File: config.mk
export PLATFORM = sky130hd
export DESIGN_NAME = i2s_rx
export DESIGN_NICKNAME = d
export VERILOG_FILES = /design/src/rtl/i2s_rx.sv
export SDC_FILE = /design/constraint.sdc
export NUM_CORES = 1
export LEC_CHECK = 0
export ABC_AREA = 1
export BUFFER_PORTS_ARGS = -buffer_cell sky130_fd_sc_hd__buf_2
export CELL_PAD_IN_SITES_DETAIL_PLACEMENT = 1
export CELL_PAD_IN_SITES_GLOBAL_PLACEMENT = 2
export CORE_AREA = 2 2 109 111
export DETAILED_ROUTE_END_ITERATION = 6
export DIE_AREA = 0 0 111 113
export PLACE_DENSITY = 0.95
export SYNTH_ARGS = -nofsm -noshare
export SYNTH_HDL_FRONTEND = slang
export SYNTH_SLANG_ARGS = --single-unit
File: constraint.sdc
create_clock -name clk32 -period 2.6 [get_ports clk32]
set_input_delay 0.39 -clock clk32 [delete_from_list [all_inputs] [get_ports clk32]]
set_output_delay 0.39 -clock clk32 [all_outputs]
set_load 0.005 [all_outputs]
File: src/rtl/i2s_rx.sv
// I2S serial audio receiver: oversamples bclk/lrck/din in the clk32 domain and
// emits 16-bit stereo pairs. Optional counters enabled by I2S_RX_STATS_EN.
module i2s_rx #(
  parameter int I2S_DELAY   = 0,
  parameter int SAMPLE_FALL = 1,
  parameter int TIMEOUT     = 1024
) (
  input  logic               clk32,
  input  logic               reset,
  input  logic               i2s_bclk,
  input  logic               i2s_lrck,
  input  logic               i2s_din,
  output logic signed [15:0] audio_l,
  output logic signed [15:0] audio_r,
  output logic               audio_valid,
  output logic               locked,
  output logic               frame_err
`ifdef I2S_RX_STATS_EN
  ,
  output logic        [15:0] frame_cnt,
  output logic        [7:0]  err_cnt
`endif
);

  localparam logic [4:0]  FIRST_IDX = 5'(I2S_DELAY);
  localparam logic [4:0]  LAST_IDX  = 5'(I2S_DELAY + 15);
  localparam logic [15:0] TO_LIMIT  = 16'(TIMEOUT);

  function automatic logic [4:0] sat_inc5(input logic [4:0] v);
    return (v == 5'd31) ? v : v + 5'd1;
  endfunction

  logic [2:0] sync_p0, sync_p1, sync_p2;

  // Stage p0..p2: {bclk, lrck, din} synchronizer plus history
  always_ff @(posedge clk32) begin
    if (reset) begin
      sync_p0 <= '0;
      sync_p1 <= '0;
      sync_p2 <= '0;
    end else begin
      sync_p0 <= {i2s_bclk, i2s_lrck, i2s_din};
      sync_p1 <= sync_p0;
      sync_p2 <= sync_p1;
    end
  end

  logic        smp_edge, lrck_s, din_s, boundary, in_word;
  logic [4:0]  idx;
  logic [15:0] word_next;

  logic               prev_lrck, armed, done, left_ok;
  logic [4:0]         bit_cnt;
  logic [14:0]        shreg;
  logic signed [15:0] left_hold;
  logic [15:0]        to_cnt;

  // Data is taken from the history stage so it is stable across the detected edge
  assign smp_edge  = (SAMPLE_FALL != 0) ? (sync_p2[2] & ~sync_p1[2])
                                        : (~sync_p2[2] & sync_p1[2]);
  assign lrck_s    = sync_p2[1];
  assign din_s     = sync_p2[0];
  assign boundary  = (lrck_s != prev_lrck);
  assign idx       = boundary ? 5'd0 : sat_inc5(bit_cnt);
  assign in_word   = ((idx - FIRST_IDX) < 5'd16);
  assign word_next = boundary ? {15'd0, din_s} : {shreg, din_s};

  // Sampling-edge stage: word assembly, channel pairing, error and timeout tracking
  always_ff @(posedge clk32) begin
    if (reset) begin
      prev_lrck   <= 1'b0;
      armed       <= 1'b1;
      done        <= 1'b0;
      left_ok     <= 1'b0;
      bit_cnt     <= '0;
      shreg       <= '0;
      left_hold   <= '0;
      to_cnt      <= '0;
      audio_l     <= '0;
      audio_r     <= '0;
      audio_valid <= 1'b0;
      locked      <= 1'b0;
      frame_err   <= 1'b0;
    end else begin
      audio_valid <= 1'b0;
      frame_err   <= 1'b0;
      if (smp_edge) begin
        to_cnt    <= '0;
        prev_lrck <= lrck_s;
        bit_cnt   <= idx;
        if (in_word)
          shreg <= word_next[14:0];
        if (boundary) begin
          done <= 1'b0;
          if (armed) begin
            armed <= 1'b0;
          end else if (!done) begin
            frame_err <= 1'b1;
            locked    <= 1'b0;
            left_ok   <= 1'b0;
          end
        end
        // The last word bit never coincides with a boundary, so armed is current here
        if (idx == LAST_IDX && !armed) begin
          done <= 1'b1;
          if (!lrck_s) begin
            left_hold <= word_next;
            left_ok   <= 1'b1;
          end else if (left_ok) begin
            audio_l     <= left_hold;
            audio_r     <= word_next;
            audio_valid <= 1'b1;
            locked      <= 1'b1;
            left_ok     <= 1'b0;
          end
        end
      end else if (to_cnt != TO_LIMIT) begin
        to_cnt <= to_cnt + 16'd1;
        if (to_cnt == TO_LIMIT - 16'd1) begin
          frame_err <= 1'b1;
          locked    <= 1'b0;
          left_ok   <= 1'b0;
          bit_cnt   <= '0;
          armed     <= 1'b1;
          done      <= 1'b0;
        end
      end
    end
  end

`ifdef I2S_RX_STATS_EN
  always_ff @(posedge clk32) begin
    if (reset) begin
      frame_cnt <= '0;
      err_cnt   <= '0;
    end else begin
      if (audio_valid)
        frame_cnt <= frame_cnt + 16'd1;
      if (frame_err && err_cnt != 8'hFF)
        err_cnt <= err_cnt + 8'd1;
    end
  end
`endif

endmodule

==> flow_summary_export.csv <==
group,metric,value,unit
status,status,"completed",
cells_and_area,final_cell_mix,"dfxtp_1 (100), nand2_1 (91), a21oi_1 (86), inv_1 (57), nand4_1 (54)",
cts,clk_latency,0.35,ns
cts,ctsLongestPathBuffers,2,
cells_and_area,antenna-diode-count,0,
cts,clk_pin_slew,0.07,ns
floorplanning,core,11300,µm²
synthesis,syn_inst,537,
sta,finClkSkew,0.00722,ns
global_route,grt_max_degree,69,
detailed_routing,drc,0,
floorplanning,fp.dieArea,12500,µm²
floorplanning,io_pins,40,
cts,ctsHoldBuffers,0,
synthesis,syn_nets,545,
floorplanning,start_util,36.7,%
floorplanning,die_w,111,µm
worst_hold_path,hold_class,"in -> reg",
setup_path,rr_startpoint,"bit_cnt[0]",
floorplanning,rows,39,
sta,finalMaxSlewViolations,0,
synthesis,synth-async-reset-ratio,0,%
sta,rsz0062_at_grt,"no",
synthesis,ys_seq_area_share,48.3,%
setup_path,cp-end-kind,"register",
cells_and_area,layout_commonest_cell,"dfxtp_1",
floorplanning,dieHeight,113,µm
setup_path,critPathLaunchType,"register",
setup_path,crit_fanout,34,
placed_design,dp_cells,697,
cts,cts_tree,"done",
detailed_routing,wire_per_inst,14.5,µm
worst_hold_path,worstHoldPathCells,3,
setup_path,path_class,"reg -> reg",
setup_path,worst-r2r-cell-count,9,
sta,setup_viol,0,
worst_hold_path,hold_path_end,"sync_p0[0]",
detailed_routing,wirelength,10300,µm
worst_hold_path,hp-start,"i2s_din",
job,maxCapViolCount,0,
detailed_routing,drt_iter0_markers,158,
cts,cts_sinks,100,
detailed_routing,avgViaCountPerCell,5.20,
placed_design,gp_congestion,0.792,
setup_path,critical_path.startpoint,"bit_cnt[0]",
sta,worstMarginPinSlew,0.705,ns
sta,fin_crit,2.20,ns
synthesis,yosys_most_used_dff,"dfxtp_1",
sta,slew_headroom,53.0,%
synthesis,synth_edf_count,0,
global_route,grt_pass1_wl,17700,µm
cts,cts_resized,0,
detailed_routing,num_vias,3709,
setup_path,cp_data_required_time,2.80,ns
synthesis,synth.distinct_cells,29,
synthesis,avgSynthCellArea,7.71,µm²
synthesis,synth.cell_area,4140,µm²
global_route,gr-total-overflow,0,
setup_path,arrival,2.40,ns
cells_and_area,drive_above_1_share,13.5,%
detailed_routing,drtPass1Iterations,4,
global_route,grt_pass1_vias,3742,
global_route,antenna_found_initial,0,
power_and_ir_drop,p_leak,1.73,nW
sta,final.setup.tns,0,ns
power_and_ir_drop,vdd_drop_max,0.000280,V
cells_and_area,final_cells,713,
cts,cts_setup_buffers,0,
cts,cts_buffers,9,
cts,htree_levels,3,
sta,timing.fmax,454,MHz
placed_design,detailed_place_hpwl,7120,µm
setup_path,regToRegSetupSlack,0.40,ns
global_route,grtUsageTotal,17.3,%
power_and_ir_drop,powerDensity,618,nW/µm²
synthesis,ys.warnings.count,0,
synthesis,ys_ff_latch,100,
sta,hold_violations,0,
placed_design,portBuffers,39,
setup_path,r2r-end,"audio_l[2]",
cells_and_area,areaGrowthSynthToFinish,13.2,%
detailed_routing,drtAntennaViolNets,0,
sta,post-route-period-util,84.7,%
cts,root_buffer,"clkbuf_16",
cells_and_area,nNetsFinal,573,
kinds of logic (layout without fill, tap and decap cells):
group,Yosys count,count (layout),synth area share [%]
AO/OA/AOI/OAI,119,119,14.7
adder cells (fa/ha/maj),3,3,0.906
buffers and inverters,91,124,9.49
flip-flops,100,100,48.3
AND/OR/NAND/NOR,224,224,26.6
per-layer routing:
metal / share of wire (%) / vias to the layer above / global-route usage (%)
li1: - / 1866 / -
met1: 47 / 1782 / 22.7
met4: 1.3 / 0 / 5.50
met2: 47 / 52 / 28.3
met5: 0 / - / 0
met3: 3.9 / 9 / 4.02
registers in the layout, indices dropped and copies added (netlist names):
register and cells:
audio_valid 1, sync_p1 3, audio_l 16, bit_cnt 5
locked 1, frame_err 1, armed 1, sync_p0 3
sync_p2 3, done 1, to_cnt 16, left_ok 1
prev_lrck 1, audio_r 16, left_hold 16, shreg 15
area by class of cell:
type,count,area (µm²)
clock inverter,5,36.3
sequential,100,2000
timing repair buffer,49,270
clock buffer,11,233
inverter,59,223
tap,143,179
fill,1424,6580
multi-input combinational,346,1750
where the power goes:
part	total [W]	internal [W]	switching (W)	leakage [nW]
Combinational	0.0000957	0.0000252	0.0000705	0.804
Sequential	0.00156	0.00155	0.00000983	0.808
Clock	0.00124	0.000652	0.000590	0.122
worst max-delay path by stage:
stage	cells after the start	endpoint	slack, ns
4_1_cts	9	audio_l[2]	0.36
3_5_place_dp	9	audio_l[2]	0.39
5_1_grt	8	audio_r[8]	0.18
3_3_place_gp	9	audio_l[11]	0.54
2_1_floorplan	9	left_hold[10]	0.91
6_report	9	audio_l[2]	0.40
through the flow:
stage               setup slack (ns)  hold slack [ns]  instance area, µm²  utilization [%]  power [W]
floorplan                      0.910            0.388                4140                -    0.00166
global placement               0.544            0.392                4420             39.2    0.00169
detailed placement             0.391            0.399                4420             39.2    0.00169
CTS                            0.358            0.234                4690             41.6    0.00293
global route                   0.179            0.247                4690             41.6    0.00301
finish                         0.398            0.241                4690             41.6    0.00290
Yosys cell counts (2+ instances only):
cell / instances / share of area [%]
dfxtp_1: 100 / 48
o21ai_0: 27 / 3.3
clkbuf_1: 13 / 1.2
nor3_1: 4 / 0.48
nand3_1: 21 / 2.5
nand2_1: 91 / 8.2
a21oi_1: 86 / 10
ha_1: 3 / 0.91
buf_2: 7 / 0.85
inv_1: 57 / 5.2
nand4_1: 54 / 8.2
nand3_4: 2 / 0.85
buf_4: 11 / 2.0
nor2_2: 3 / 0.45
nand3_2: 2 / 0.48
nor2_8: 2 / 0.97
nor2_1: 42 / 3.8
worst max-delay path, cell delays in order, from the launching register on:
cell and delay [ns]:
dfxtp_1 0.36, ha_1 0.27, nand3_1 0.12, nand2_1 0.09, nor2_1 0.14, nand2_1 0.14, nor2_8 0.28, nand3_4 0.39
nand2_1 0.17, a21oi_1 0.08
No activity file was read; power rests on OpenSTA's default activity.
